<file path="src/rtl/eq_preset_loader.sv">
// Programs the 12 equalizer band gain registers from a fixed preset table over the
// control bus, then optionally reads each one back and flags the first mismatch.
module eq_preset_loader #(
  parameter int         NUM_BANDS = 12,
  parameter logic [4:0] UNITY     = 5'd13
) (
  input  logic       system_clk,
  input  logic       reset,
  input  logic       start,
  input  logic [1:0] preset_sel,
  input  logic       verify_en,
  output logic       busy,
  output logic       done,
  output logic       error,
  output logic [3:0] err_band,
  output logic [3:0] address,
  output logic [7:0] writedata,
  input  logic [7:0] readdata,
  output logic       chipselect,
  output logic       write,
  output logic       read
);

  typedef enum logic [2:0] {IDLE, WRITE, RD_REQ, RD_CHK, FINISH} state_t;

  localparam logic [3:0] LAST_BAND = 4'(NUM_BANDS - 1);

  state_t     state;
  logic [1:0] preset_q;
  logic       verify_q;
  logic [3:0] band;

  // Gain code for one band of one preset; band 0 is the lowest frequency.
  function automatic logic [4:0] preset_gain(input logic [1:0] sel, input logic [3:0] b);
    logic [4:0] g;
    g = UNITY;
    case (sel)
      2'd1: begin
        if (b <= 4'd3)      g = UNITY + 5'd2;
        else if (b <= 4'd5) g = UNITY + 5'd1;
      end
      2'd2: begin
        if (b >= 4'd10)     g = UNITY + 5'd2;
        else if (b >= 4'd8) g = UNITY + 5'd1;
      end
      2'd3:    g = 5'd0;
      default: g = UNITY;
    endcase
    return g;
  endfunction

  function automatic logic [7:0] bus_word(input logic [1:0] sel, input logic [3:0] b);
    return {3'b000, preset_gain(sel, b)};
  endfunction

  // Outputs are registered: each transition loads the bus values of the state entered.
  always_ff @(posedge system_clk) begin
    if (reset) begin
      state      <= IDLE;
      preset_q   <= 2'd0;
      verify_q   <= 1'b0;
      band       <= 4'd0;
      busy       <= 1'b0;
      done       <= 1'b0;
      error      <= 1'b0;
      err_band   <= 4'd0;
      address    <= 4'd0;
      writedata  <= 8'd0;
      chipselect <= 1'b0;
      write      <= 1'b0;
      read       <= 1'b0;
    end else begin
      done <= 1'b0;
      case (state)
        IDLE: begin
          if (start) begin
            preset_q   <= preset_sel;
            verify_q   <= verify_en;
            error      <= 1'b0;
            err_band   <= 4'd0;
            band       <= 4'd0;
            state      <= WRITE;
            busy       <= 1'b1;
            chipselect <= 1'b1;
            write      <= 1'b1;
            address    <= 4'd0;
            writedata  <= bus_word(preset_sel, 4'd0);
          end
        end
        WRITE: begin
          if (band == LAST_BAND) begin
            write <= 1'b0;
            if (verify_q) begin
              band    <= 4'd0;
              address <= 4'd0;
              read    <= 1'b1;
              state   <= RD_REQ;
            end else begin
              chipselect <= 1'b0;
              busy       <= 1'b0;
              done       <= 1'b1;
              state      <= FINISH;
            end
          end else begin
            band      <= band + 4'd1;
            address   <= band + 4'd1;
            writedata <= bus_word(preset_q, band + 4'd1);
          end
        end
        RD_REQ: begin
          chipselect <= 1'b0;
          read       <= 1'b0;
          state      <= RD_CHK;
        end
        // readdata was captured by the slave at the edge that closed the read cycle.
        RD_CHK: begin
          if (readdata != bus_word(preset_q, band)) begin
            error    <= 1'b1;
            err_band <= band;
            busy     <= 1'b0;
            done     <= 1'b1;
            state    <= FINISH;
          end else if (band == LAST_BAND) begin
            busy  <= 1'b0;
            done  <= 1'b1;
            state <= FINISH;
          end else begin
            band       <= band + 4'd1;
            address    <= band + 4'd1;
            chipselect <= 1'b1;
            read       <= 1'b1;
            state      <= RD_REQ;
          end
        end
        FINISH:  state <= IDLE;
        default: state <= IDLE;
      endcase
    end
  end

endmodule

</file>
<file path="config.mk">
export PLATFORM = sky130hd
export DESIGN_NAME = eq_preset_loader
export DESIGN_NICKNAME = d
export VERILOG_FILES = /design/src/rtl/eq_preset_loader.sv
export SDC_FILE = /design/constraint.sdc
export NUM_CORES = 1
export LEC_CHECK = 0
export BUFFER_PORTS_ARGS = -buffer_cell sky130_fd_sc_hd__buf_2
export CAP_MARGIN = 5
export CELL_PAD_IN_SITES_DETAIL_PLACEMENT = 1
export CELL_PAD_IN_SITES_GLOBAL_PLACEMENT = 1
export CORE_AREA = 8 8 73 75
export DETAILED_ROUTE_END_ITERATION = 6
export DIE_AREA = 0 0 81 83
export GPL_TIMING_DRIVEN = 1
export PLACE_DENSITY_LB_ADDON = 0.1
export REMOVE_ABC_BUFFERS = 1
export SLEW_MARGIN = 20
export SYNTH_ARGS = -nofsm -noshare
export SYNTH_HDL_FRONTEND = slang
export SYNTH_SLANG_ARGS = --single-unit
</file>
<file path="constraint.sdc">
create_clock -name system_clk -period 2.8 [get_ports system_clk]
set_input_delay 0.84 -clock system_clk [delete_from_list [all_inputs] [get_ports system_clk]]
set_output_delay 0.84 -clock system_clk [all_outputs]
set_load 0.01 [all_outputs]
</file>
Word-level counts from Yosys, hierarchy flattened:

Cells that the tools add are included.

* input bits: 14
* output and inout bits: 22
* bits in read-only memories: 0
* register bits after elaboration: 28
* bits in writable memories: 0
* bits in latches: 0
* memories kept: 0

* bitwise logic cells: 0
* $lt $le $gt $ge: 8
* multipliers: 0
* reduce and logical (&&, ||, !) cells: 15
* add/sub/neg operators: 1
* equality and inequality tests: 20
* shift operators: 0
* muxes and demuxes: 51
* div/mod/pow operators: 0

Operators with widths (number)
* one-hot mux 5 bit (3 select lines): 2
* 2-to-1 mux 4 bit: 6
* >= comparator 4 bit, second input constant: 4
* 2-to-1 mux 2 bit: 8
* 2-to-1 mux 8 bit: 2
* inequality test 2 bit, second input constant: 8
* one-hot mux 4 bit (2 select lines): 2
* one-hot mux 8 bit (2 select lines): 1
* 2-to-1 mux 1 bit: 15
* 2-to-1 mux 3 bit: 5
* AND reduction 5 bit: 3
* one-hot mux 3 bit (4 select lines): 1
* one-hot mux 4 bit (3 select lines): 1
* 2-to-1 mux 5 bit: 2
* AND reduction 3 bit: 3
* <= comparator 4 x 2 -> 1 bit, second input constant: 2
* <= comparator 4 x 3 -> 1 bit, second input constant: 2
* inequality test 8 x 5 -> 1 bit: 1
* equality test 2 bit, second input constant: 3
* equality test 3 x 2 -> 1 bit, second input constant: 2
* inequality test 3 bit, second input constant: 2
* one-hot mux 1 bit (2 select lines): 3
* one-hot mux 1 bit (3 select lines): 2
* AND reduction 6 bit: 1
* 10 further kinds: 14

Logic depth before layout (Yosys ltp):

* word-level depth: 9
* depth in mapped cells: 8

Least setup slack after synthesis:

OpenSTA, ideal clock, no wires.

* kind: register -> register
* from: reg band[1]
* to: reg band[0]
* path slack: 413 ps
* path buffers: 0
* data arrival time: 2266 ps
* setup time: 121 ps
* cell stages (with the launch flop): 9
* required time: 2679 ps
* path through: dfxtp_1 -> inv_1 -> ha_1 -> or3b_1 -> a221oi_2 -> o221ai_2 -> a211oi_4 -> a21oi_4 -> mux2_4

* cells in the longest elaborated chain, start to end: 9
* elaborated cells on any way between the ends: 19
* those cells by class: order compare: 4; eq/ne: 5; mux: 9; reduce/logical: 1

Ends and longest elaborated chain
* start, declared: RTL line 31 `logic [3:0] band;`
* start signal, assigned: RTL line 105 `band <= band + 4'd1;`
* start signal, assigned: RTL line 128 `band <= band + 4'd1;`
* >= comparator 4 bit / <= comparator 4 x 3 -> 1 bit (equally long branches): RTL line 44, 40
* 2-to-1 mux 2 bit (on tied branches): RTL line 44, 40
* 2-to-1 mux 2 bit (on tied branches): RTL line 43, 39
* one-hot mux 5 bit (3 select lines): RTL line 37 `case (sel)`
* 2-to-1 mux 5 bit: RTL line 74 `case (state)`
* 2-to-1 mux 5 bit: RTL line 58 `if (reset) begin`
* inequality test 8 x 5 -> 1 bit: RTL line 117 `if (readdata != bus_word(preset_q, band)) begin`
* inequality test 2 bit (no line)
* AND reduction 5 bit (no line)

Several ways; a longest one is shown, not always the timed one. The select of a mux whose other input is x is not followed.
A chain may end at the register's enable or synchronous reset.

Worst setup path after layout:

Same ends and word-level chain as after synthesis.

==> impl_metrics.env <==
export IMPL_status="completed"
export IMPL_r2r_end="band[0]"
export IMPL_cts_clk_slew_worst_paths_ns=0.08
export IMPL_grt_max_degree=16
export IMPL_clock_latency_ns=0.27
export IMPL_drt_total_wl_um=4195
export IMPL_rr_startpoint="band[1]"
export IMPL_chipHeight_um=83
export IMPL_hold_path_startpoint="error"
export IMPL_grt_pass1_wl_um=7100
export IMPL_synthTopCellsByArea="dfxtp_1 (32%), nand2_1 (6.8%), a21oi_1 (6.3%)"
export IMPL_p_per_area_nw_per_um2=407.1
export IMPL_antennaDiodeCount=0
export IMPL_placed_area_sq_um=1620
export IMPL_synth_seq_area_share_pct=32.20
export IMPL_hold_buffers=0
export IMPL_ir_drop_uv=138.5
export IMPL_min_period_ns=2.557
export IMPL_synth_area_sq_um=1430
export IMPL_comb_power_share_pct=16.9
export IMPL_wire_per_inst_um=15.83
export IMPL_start_util_pct=34.02
export IMPL_groute_usage_overall_pct=12.75
export IMPL_tightest_slew_ns=0.6640
export IMPL_required_ns=2.96
export IMPL_drt_first_iter_violations=59
export IMPL_yosysTopAreaCell="dfxtp_1"
export IMPL_ys_warn_count=0
export IMPL_cts_root_buf="clkbuf_8"
export IMPL_drtAntennaViolNets=0
export IMPL_rrSetupSlack_ns=0.24
export IMPL_final_nets=234
export IMPL_io_buffers=31
export IMPL_worstPathArrival_ns=2.72
export IMPL_viasPerCell=5.275
export IMPL_multi_input_area_sq_um=894.6
export IMPL_clock_skew_ns=0.004182
export IMPL_relSlewSlack_pct=55.27
export IMPL_hp_class="flop to flop"
export IMPL_pwr_share_seq_pct=52.4
export IMPL_final_core_util_pct=39.64
export IMPL_grt_pass1_vias=1507
export IMPL_die_w_um=81
export IMPL_gr_total_overflow=0
export IMPL_place_gp_congestion=0.7999
export IMPL_slew_viol_final=0
export IMPL_final_period_utilization_pct=91.33
export IMPL_path_class="flop to flop"
export IMPL_synth_ff_type="dfxtp_1"
export IMPL_setup_violations=0
export IMPL_rows=24
export IMPL_clockBufferDepth=2
export IMPL_critPathMaxFanout=7
export IMPL_synth_seq_cells=23
export IMPL_coreArea_sq_um=4204
export IMPL_postCtsSetupRepairBufs=0
export IMPL_leakagePower_nw=0.6780
export IMPL_async_reset_ff_share_pct=0
export IMPL_drt_pass1_iterations=4
export IMPL_hpwl_um=3324
export IMPL_timing_fmax_mhz=391.1
export IMPL_switching_share_pct=28.15
export IMPL_syn2layout_area_growth_pct=16.54
export IMPL_antenna_found_initial=0
export IMPL_cts_resized_gates=0
export IMPL_yosys_area_top_type_share_pct=32.20
export IMPL_final_hold_viol_count=0
export IMPL_power_switching_mw=0.1910
export IMPL_cts_sinks=23
export IMPL_fillers=539
export IMPL_r2r_cells=8
export IMPL_tns_ns=0
export IMPL_yosysMostFrequentCell="nand2_1"
export IMPL_drc=0
export IMPL_cts_buffers=3
export IMPL_final_cell_area_sq_um=1667
export IMPL_p_int_mw=0.4874
export IMPL_dieArea_sq_um=6723
export IMPL_synth_edf_count=0
export IMPL_whs_endpoint="error"
export IMPL_p_clk_share_pct=30.7
export IMPL_area_sequential_sq_um=460.4
export IMPL_ys_types=44
export IMPL_end_kind="flop"
export IMPL_drive_gt1_share_pct=21.60
export IMPL_cp_start_kind="flop"
export IMPL_netlist_top_cells_count="nand2_1 (26), dfxtp_1 (23), a21oi_1 (18)"
export IMPL_syn_inst=183
export IMPL_syn_area_per_cell_sq_um=7.815
export IMPL_cts_tree="done"
export IMPL_drv_cap=0
export IMPL_rsz0062_at_grt="false"
export IMPL_min_path_cells=2
export IMPL_io_pins=36
export IMPL_cts_max_level=1
export IMPL_vias=1398
-- metrics by stage --
step / hold slack [ns] / setup slack (ns) / cells / power (mW)
floorplan: 0.4661 / 0.4131 / 175 / 0.4305
global placement: 0.4434 / 0.3161 / 261 / 0.4766
detailed placement: 0.4493 / 0.2306 / 261 / 0.4795
CTS: 0.4633 / 0.2219 / 265 / 0.6879
global route: 0.4909 / 0.01943 / 265 / 0.7196
finish: 0.4593 / 0.2428 / 265 / 0.6784
-- power groups by stage --
stage                     Combinational (mW)  Sequential (mW)  Clock [mW]
final                                  0.115            0.355       0.208
after global routing                   0.130            0.359       0.231
after CTS                              0.117            0.356       0.216
after detailed placement               0.116            0.363           0
after global placement                 0.114            0.363           0
after floorplan                       0.0651            0.365           0
-- cells by family after synthesis --
| kind of cell | count (synthesis) | synth area share [%] |
|---|---|---|
| AND/OR/NAND/NOR | 78 | 27.82 |
| AO/OA/AOI/OAI | 53 | 24.67 |
| flip-flops | 23 | 32.20 |
| buffers and inverters | 17 | 6.037 |
| adder cells (fa/ha/maj) | 6 | 5.249 |
| multiplexers | 4 | 3.149 |
| other | 1 | 0.2622 |
| XOR/XNOR | 1 | 0.6125 |
-- state kept, by name (all words and copies together), names as in the netlist, 2 cells and up --
signal / cells
band: 4
err_band: 4
preset_q: 2
state: 3
writedata: 3
-- metal layers --
| layer | share of wire, % | vias to the layer above | GRT usage [%] | wire length [um] |
|---|---|---|---|---|
| met1 | 46 | 664 | 15.02 | 1930 |
| met5 | 0 | - | 0 | 0 |
| met3 | 4.8 | 5 | 3.233 | 203 |
| met4 | 0.95 | 0 | 3.415 | 40 |
| li1 | - | 704 | - | - |
| met2 | 48 | 25 | 21.90 | 2020 |
-- cell type report --
type / count / area share, %
Tap cell: 52 / 3.904
Inverter: 6 / 1.351
Clock inverter: 1 / 0.3003
Multi-Input combinational cell: 146 / 53.68
Clock buffer: 3 / 2.477
Sequential cell: 23 / 27.63
Timing Repair Buffer: 34 / 10.66
-- worst max-delay path, cell delays in order, from the launching register on --
cell	delay, ns
dfxtp_1	0.46
inv_1	0.14
ha_1	0.21
or3b_1	0.41
a221oi_2	0.25
o221ai_2	0.18
a211oi_4	0.36
a21oi_4	0.13
mux2_4	0.31
-- worst max path at each step --
| stage | startpoint | to | slack, ns | depth (start not counted) |
|---|---|---|---|---|
| detailed placement | band[1] | band[0] | 0.23 | 8 |
| global placement | band[1] | band[0] | 0.32 | 8 |
| CTS | band[1] | band[0] | 0.22 | 8 |
| finish | band[1] | band[0] | 0.24 | 8 |
| global route | band[1] | chipselect | 0.02 | 8 |
| floorplan | band[1] | band[0] | 0.41 | 8 |
-- placed cells by master, fill, tap and decap left out, types with 2 or more instances in the layout --
cell / instances
a211oi_1: 3
a21oi_1: 18
a31oi_1: 4
and2_1: 3
buf_2: 31
buf_4: 3
clkbuf_8: 3
conb_1: 4
dfxtp_1: 23
ha_1: 6
inv_1: 5
mux2i_1: 3
nand2_1: 26
nand3_1: 5
nand3b_1: 3
nor2_1: 16
nor2b_1: 9
nor3_1: 3
nor4_1: 3
o2111ai_1: 2
o21ai_0: 14
o22ai_1: 2
Note: power is estimated with default switching activity, not from simulation.
